`config.mk`:
```
export PLATFORM = sky130hd
export DESIGN_NAME = bcd_to_binary_serial
export DESIGN_NICKNAME = d
export VERILOG_FILES = /design/src/rtl/bcd_to_binary_serial.sv
export SDC_FILE = /design/constraint.sdc
export NUM_CORES = 1
export LEC_CHECK = 0
export ABC_CLOCK_PERIOD_IN_PS = 2650
export BUFFER_PORTS_ARGS = -buffer_cell sky130_fd_sc_hd__buf_2
export CAP_MARGIN = 20
export CORE_UTILIZATION = 40
export CTS_BUF_LIST = sky130_fd_sc_hd__clkbuf_16
export DETAILED_ROUTE_END_ITERATION = 10
export GPL_TIMING_DRIVEN = 0
export REMOVE_ABC_BUFFERS = 1
export SLEW_MARGIN = 20
export SYNTH_ARGS = -nofsm -noshare
export SYNTH_HDL_FRONTEND = slang
export SYNTH_SLANG_ARGS = --single-unit
```
`constraint.sdc`:
```
create_clock -name clock -period 2.65 [get_ports clock]
set_input_delay 0.265 -clock clock [delete_from_list [all_inputs] [get_ports clock]]
set_output_delay 0.265 -clock clock [all_outputs]
set_load 0.03 [all_outputs]
```
`src/rtl/bcd_to_binary_serial.sv`:
```
// Serial BCD-to-binary converter using reverse double-dabble.
// Takes three packed BCD digits with a start pulse and, after ten iterations,
// presents the 10-bit binary value on bin_out with a one-cycle done pulse.
// Optional digit checking is enabled by defining BCD2BIN_CHECK_EN; when the
// macro is undefined every start is accepted and invalid is tied low.
module bcd_to_binary_serial (
  input  logic        clock,
  input  logic        reset,
  input  logic        start,
  input  logic [11:0] bcd_in,
  output logic [9:0]  bin_out,
  output logic        busy,
  output logic        done,
  output logic        invalid
);

  typedef enum logic [1:0] {StIdle, StConv, StDone} state_e;

  state_e      r_state;
  state_e      w_state_next;
  logic [21:0] r_work;        // {bcd[11:0], bin[9:0]}
  logic [21:0] w_work_shift;
  logic [21:0] w_work_next;
  logic [3:0]  r_cnt;
  logic [9:0]  r_bin;
  logic        w_digits_ok;
  logic        w_accept;
  logic        w_last;

`ifdef BCD2BIN_CHECK_EN
  logic r_invalid;

  // Each BCD digit must be 0..9 for the start to be accepted.
  always_comb begin
    w_digits_ok = (bcd_in[11:8] <= 4'd9) && (bcd_in[7:4] <= 4'd9) && (bcd_in[3:0] <= 4'd9);
  end

  // Flag a rejected start for exactly one cycle.
  always_ff @(posedge clock or posedge reset) begin
    if (reset) begin
      r_invalid <= 1'b0;
    end else begin
      r_invalid <= (r_state == StIdle) && start && !w_digits_ok;
    end
  end

  assign invalid = r_invalid;
`else
  assign w_digits_ok = 1'b1;
  assign invalid     = 1'b0;
`endif

  assign w_accept = (r_state == StIdle) && start && w_digits_ok;
  assign w_last   = (r_state == StConv) && (r_cnt == 4'd9);

  // One reverse double-dabble step: shift right, then pull each BCD nibble
  // that reached 8 or more back down by 3.
  always_comb begin
    w_work_shift = {1'b0, r_work[21:1]};
    w_work_next  = w_work_shift;
    if (w_work_shift[21:18] >= 4'd8) w_work_next[21:18] = w_work_shift[21:18] - 4'd3;
    if (w_work_shift[17:14] >= 4'd8) w_work_next[17:14] = w_work_shift[17:14] - 4'd3;
    if (w_work_shift[13:10] >= 4'd8) w_work_next[13:10] = w_work_shift[13:10] - 4'd3;
  end

  // State register.
  always_ff @(posedge clock or posedge reset) begin
    if (reset) begin
      r_state <= StIdle;
    end else begin
      r_state <= w_state_next;
    end
  end

  // Next-state logic; start is only looked at in idle.
  always_comb begin
    w_state_next = r_state;
    unique case (r_state)
      StIdle:  if (w_accept) w_state_next = StConv;
      StConv:  if (w_last)   w_state_next = StDone;
      StDone:                w_state_next = StIdle;
      default:               w_state_next = StIdle;
    endcase
  end

  // Moore outputs decoded straight from the state register.
  always_comb begin
    busy = (r_state == StConv);
    done = (r_state == StDone);
  end

  // Working register, iteration counter and held result.
  always_ff @(posedge clock or posedge reset) begin
    if (reset) begin
      r_work <= 22'd0;
      r_cnt  <= 4'd0;
      r_bin  <= 10'd0;
    end else if (w_accept) begin
      r_work <= {bcd_in, 10'd0};
      r_cnt  <= 4'd0;
    end else if (r_state == StConv) begin
      r_work <= w_work_next;
      r_cnt  <= r_cnt + 4'd1;
      if (w_last) r_bin <= w_work_next[9:0];
    end
  end

  assign bin_out = r_bin;

endmodule

```
## Word-level counts from Yosys, hierarchy flattened

Index checks and enable logic that the tools add are counted.
W data, S select, Z words.

| word-level totals | value |
|---|---|
| flip-flop bits (word level) | 38 |
| input port bits | 15 |

| operators by class | value |
|---|---|
| add/subtract/negate cells | 3 |
| equality and inequality tests | 5 |
| order comparisons | 2 |
| bitwise operators | 1 |
| reductions and logical operators | 6 |
| muxes and demuxes | 9 |

Operators with widths:

| kind | count |
|---|---|
| $mux W22 | 2 |
| $mux W4 | 4 |
| $ge A4 B4 Y1 const B | 2 |
| $sub A4 B2 Y4 const B | 2 |
| $add A4 B1 Y4 const B | 1 |
| $eq A4 B4 Y1 const B | 1 |
| $mux W2 | 2 |
| $pmux W2 S2 | 1 |
| $reduce_and A3 Y1 | 1 |
| $eq A2 B1 Y1 const B | 1 |
| $eq A2 B2 Y1 const B | 1 |
| $logic_and A1 B1 Y1 | 2 |
| $logic_not A2 Y1 | 1 |
| $ne A2 B1 Y1 const B | 1 |
| $ne A2 B2 Y1 const B | 1 |
| $reduce_and A2 Y1 | 1 |
| $reduce_bool A2 Y1 | 1 |
| $not A1 Y1 | 1 |

## Depth between registers and ports, before layout

| logic depth | value |
|---|---|
| depth after elaboration | 4 |
| gate-level depth with buffers | 7 |

## Worst setup path before layout

No wires, ideal clock.

| path | value |
|---|---|
| path kind | register to register |
| start | reg r_cnt[0] |
| end | reg r_bin[0] (netlist: bin_out[0]) |
| arrival | 1.323 ns |
| path buffers | 1 |
| path slack | 1.201 ns |
| clock period less this slack | 1.449 ns |
| stages on the path, launching flop included | 6 |
| cells stage by stage | dfrtp_1 > ha_1 > and3b_1 > and2_4 > buf_6 > mux2_4 |

| between the ends | value |
|---|---|
| word-level cells in the longest chain between the ends | 3 |

Ends and longest elaborated chain:

| element | RTL line | source |
|---|---|---|
| start: declaration | 24 | `logic [3:0] r_cnt;` |
| start signal: assignment | 103 | `r_cnt <= r_cnt + 4'd1;` |
| $eq A4 B4 Y1 | 54 | `assign w_last = (r_state == StConv) && (r_cnt == 4'd9);` |
| $logic_and A1 B1 Y1 | 54 |  |
| $reduce_and A3 Y1 (no source line) | - |  |
| end signal: assignment | 104 | `if (w_last) r_bin <= w_work_next[9:0];` |
| end: declaration | 25 | `logic [9:0] r_bin;` |

Every way passes these cells.
A chain may end at the register's enable or synchronous reset.

## Worst setup path after layout

| path | value |
|---|---|
| start | reg r_state[1] |
| end | reg r_bin[9] (netlist: bin_out[9]) |

| between the ends | value |
|---|---|
| word-level cells in the longest chain between the ends | 4 |
| elaborated cells on any way between the ends | 6 |
| classes of those cells | 1 x eq/ne; 1 x bitwise; 4 x reduce/logical |

Ends and longest elaborated chain:

| element | RTL line | source |
|---|---|---|
| start: declaration | 19 | `state_e r_state;` |
| start signal: assignment | 69 | `r_state <= StIdle;` |
| start signal: assignment | 71 | `r_state <= w_state_next;` |
| $logic_not A2 Y1 | 53 | `assign w_accept = (r_state == StIdle) && start && w_digits_ok;` |
| $logic_and A1 B1 Y1 | 53 |  |
| $not A1 Y1 (no source line) | - |  |
| $reduce_and A3 Y1 (no source line) * | - |  |

Every way passes the cells marked *; elsewhere a longest branch is shown, timed or not.

==> summary.md <==
| Metric | Value |
|---|---|
| DP Wirelength | 2170 um |
| TNS Setup | 0 ps |
| CP bufs+invs | 1 |
| CP arrival | 2600 ps |
| Post-route insts no fill | between 200 and 250 |
| Global-route wire length before repair | around 5600 um |
| Fmax | 0.410 GHz |
| FP Rows | 23 |
| Ys Warns | 0 |
| Layout cells sized above 1 | 0.242 |
| DIE AREA | approximately 0.0046 mm2 |
| Initial antenna violation count | 0 |
| Final net count | roughly 210 |
| Syn avg cell area | between 10 and 15 um2 |
| Clock sinks | 37 |
| Post-synth cell types | 31 |
| Vias | 1267 |
| WS Path Type | flop to flop |
| Cell Count Post-Placement | 232 |
| Core footprint | 0.00409 mm2 |
| Startpoint types | flop |
| Register Area | 926 um2 |
| Sequential-to-total area share from yosys stat | 0.534 |
| Grt ovf | 0 |
| IO Port Bufs | 26 |
| Crit share post-route | 0.921 |
| CP delay by family, top | simple AND/OR/NAND/NOR gates |
| Routed len/inst | between 10 and 15 um |
| Max-Cap Viols | 0 |
| First-pass DRT Iterations | 4 |
| HP Class | input port to flop |
| Worst Setup End Kind | flop |
| Io pins | 28 |
| CP peak stage delay | 610 ps |
| Die Width | 67.9 um |
| WL final | 3340 um |
| Largest net degree at the start of global routing | 30 |
| CTS Buffer Depth | 2 |
| Worst EP required | approximately 2800 ps |
| Worst Skew | 6.32 ps |
| Final Cell Area | 0.00203 mm2 |
| Slew Limit Fails | 0 |
| Antenna cell count | 0 |
| Post-Syn Area | approximately 0.0017 mm2 |
| RSZ-0062 raised after global routing | no |
| Clk pin slew, worst setup/hold paths | roughly 50 ps |
| Tmin final | 2440 ps |
| Cells on Worst Hold Path | 3 |
| Die Y-Extent | 67.9 um |
| Worst skew pair latency | approximately 280 ps |
| Cell count after synthesis | 166 |
| Most frequent cells in the layout | dfrtp_1 (37), nand2_1 (34), buf_2 (26) |
| CTS buffer count | 5 |
| Min Hold Slack | 180 ps |
| PD cells | around 1300 mW/mm2 |
| Yosys reg bits | 37 |
| Cell Chain, Critical Path | nand2b_1, inv_2, and2_4, mux2_2 |
| Total GRT Usage | 0.170 |
| Fill cell count | 400 |
| # DRC | 0 |
| Area grow syn2layout | 17.0% |
| Commonest non-fill, non-tap cell in the layout | dfrtp_1 |
| H-tree depth | 2 |
| Post-DP Area | about 0.0019 mm2 |
| Area of the multi-input gates | 723 um2 |
| Post-route ant nets | 0 |
| Outcome | finished, final reports clean |
| Relative slew slack | 0.347 |
| Post_cts resized | 0 |
| Worst path slowest cell | nand2b_1 |
| Final setup violation count | 0 |
| Critical path depth | 4 |
| DR vias/cell | 5.28 |
| Maximum vdd drop | 0.406 mV |
| CTS tree | done |
| Final hold vios | 0 |
| Reg2reg path depth | 4 |
| CTS Root Cell | clkbuf_16 |
| Leakage | 1.03 nW |
| DR iter-0 viols | 70 |
| Vias in the first global route | around 1.2k |
| Util after Layout | 0.497 |
| Final GP Congestion | 0.735 |
| Initial Utilization | 0.425 |
| Largest fanout on the critical path | 27 |
| Worst-margin pin slew | 979 ps |
-- power by group --
| part | internal (W) | switching (W) | total, W | leakage (nW) |
|---|---|---|---|---|
| sequential | 0.000821 | 0.000206 | 0.00103 | 0.465 |
| clock | 0.000336 | 0.000206 | 0.000542 | 0.0685 |
| combinational | 0.000396 | 0.000583 | 0.000980 | 0.496 |
| total | 0.00155 | 0.000995 | 0.00255 | 1.03 |
-- final timing paths --
check	from	to	slack (ps)
setup / recovery	r_state[1]$_DFFE_PP0P_	bin_out[9]$_DFFE_PP0P_	210
hold / removal	bcd_in[11]	r_work[21]$_DFFE_PP0P_	180
setup reg to reg	r_state[1]$_DFFE_PP0P_	bin_out[9]$_DFFE_PP0P_	210
hold reg to reg	r_work[2]$_DFFE_PP0P_	r_work[1]$_DFFE_PP0P_	490
max in group asynchronous	reset	r_work[12]$_DFFE_PP0P_	1790
min in group asynchronous	reset	bin_out[8]$_DFFE_PP0P_	450
-- timing repair --
item / in CTS / in global routing
hold endpoints to repair: 8 / 0
buffers inserted: 0 / 0
setup endpoints to repair: 0 / 0
hold buffers: 1 / 0
-- area by class of cell --
cell class,count,area share
Clock inverter,2,0.00370
Inverter,7,0.0129
Multi-Input combinational cell,111,0.356
Sequential cell,37,0.456
Clock buffer,5,0.0616
Timing Repair Buffer,28,0.0789
Tap cell,50,0.0308
-- per-stage QoR --
stage,total power (W),setup WS [ps]
2_1_floorplan,0.00173,586
5_1_grt,0.00276,35.6
6_report,0.00255,208
3_5_place_dp,0.00202,202
4_1_cts,0.00258,188
3_3_place_gp,0.00196,233
-- cell usage after synthesis (all sizes together) --
master	count	share of area
nor2	2	0.0043
clkbuf	3	0.0065
nand3	18	0.052
and3b	1	0.0050
nor3b	1	0.0043
buf	8	0.031
nand4	1	0.0036
or3b	1	0.0050
dfrtp	37	0.53
mux2i	1	0.0058
a31oi	2	0.0072
o211a	2	0.012
nand2b	1	0.0036
o211ai	2	0.0086
xor2	2	0.010
ha	6	0.043
conb	1	0.0022
nand2	34	0.074
nand3b	1	0.0043
xnor2	2	0.010
mux2	10	0.084
inv	7	0.015
and2	1	0.0050
nor2b	3	0.011
o21ai	16	0.046
a22oi	3	0.013
-- sequential cells by signal, indices dropped and copies added (netlist names) --
name / count
r_cnt: 4
bin_out: 10
r_state: 2
r_work: 21
-- metal layers --
layer	vias to the layer above	GRT usage	part of all wire
li1	605	-	-
met3	6	0.0567	0.048
met2	38	0.269	0.47
met4	0	0.0807	0.016
met5	-	0	0
met1	618	0.208	0.47
-- worst register-to-register path, cell delays in order (launching register included) --
cell      delay (ps)
dfrtp_1          410
nand2b_1         610
inv_2            570
and2_4           370
mux2_2           360
-- logic make-up after synthesis --
| family | synth area share |
|---|---|
| adder cells (fa/ha/maj) | 0.0433 |
| XOR/XNOR | 0.0202 |
| flip-flops | 0.534 |
| buffers and inverters | 0.0526 |
| AO/OA/AOI/OAI | 0.0865 |
| multiplexers | 0.0901 |
| other | 0.00216 |
| AND/OR/NAND/NOR | 0.172 |
No activity file was read; power rests on OpenSTA's default activity.
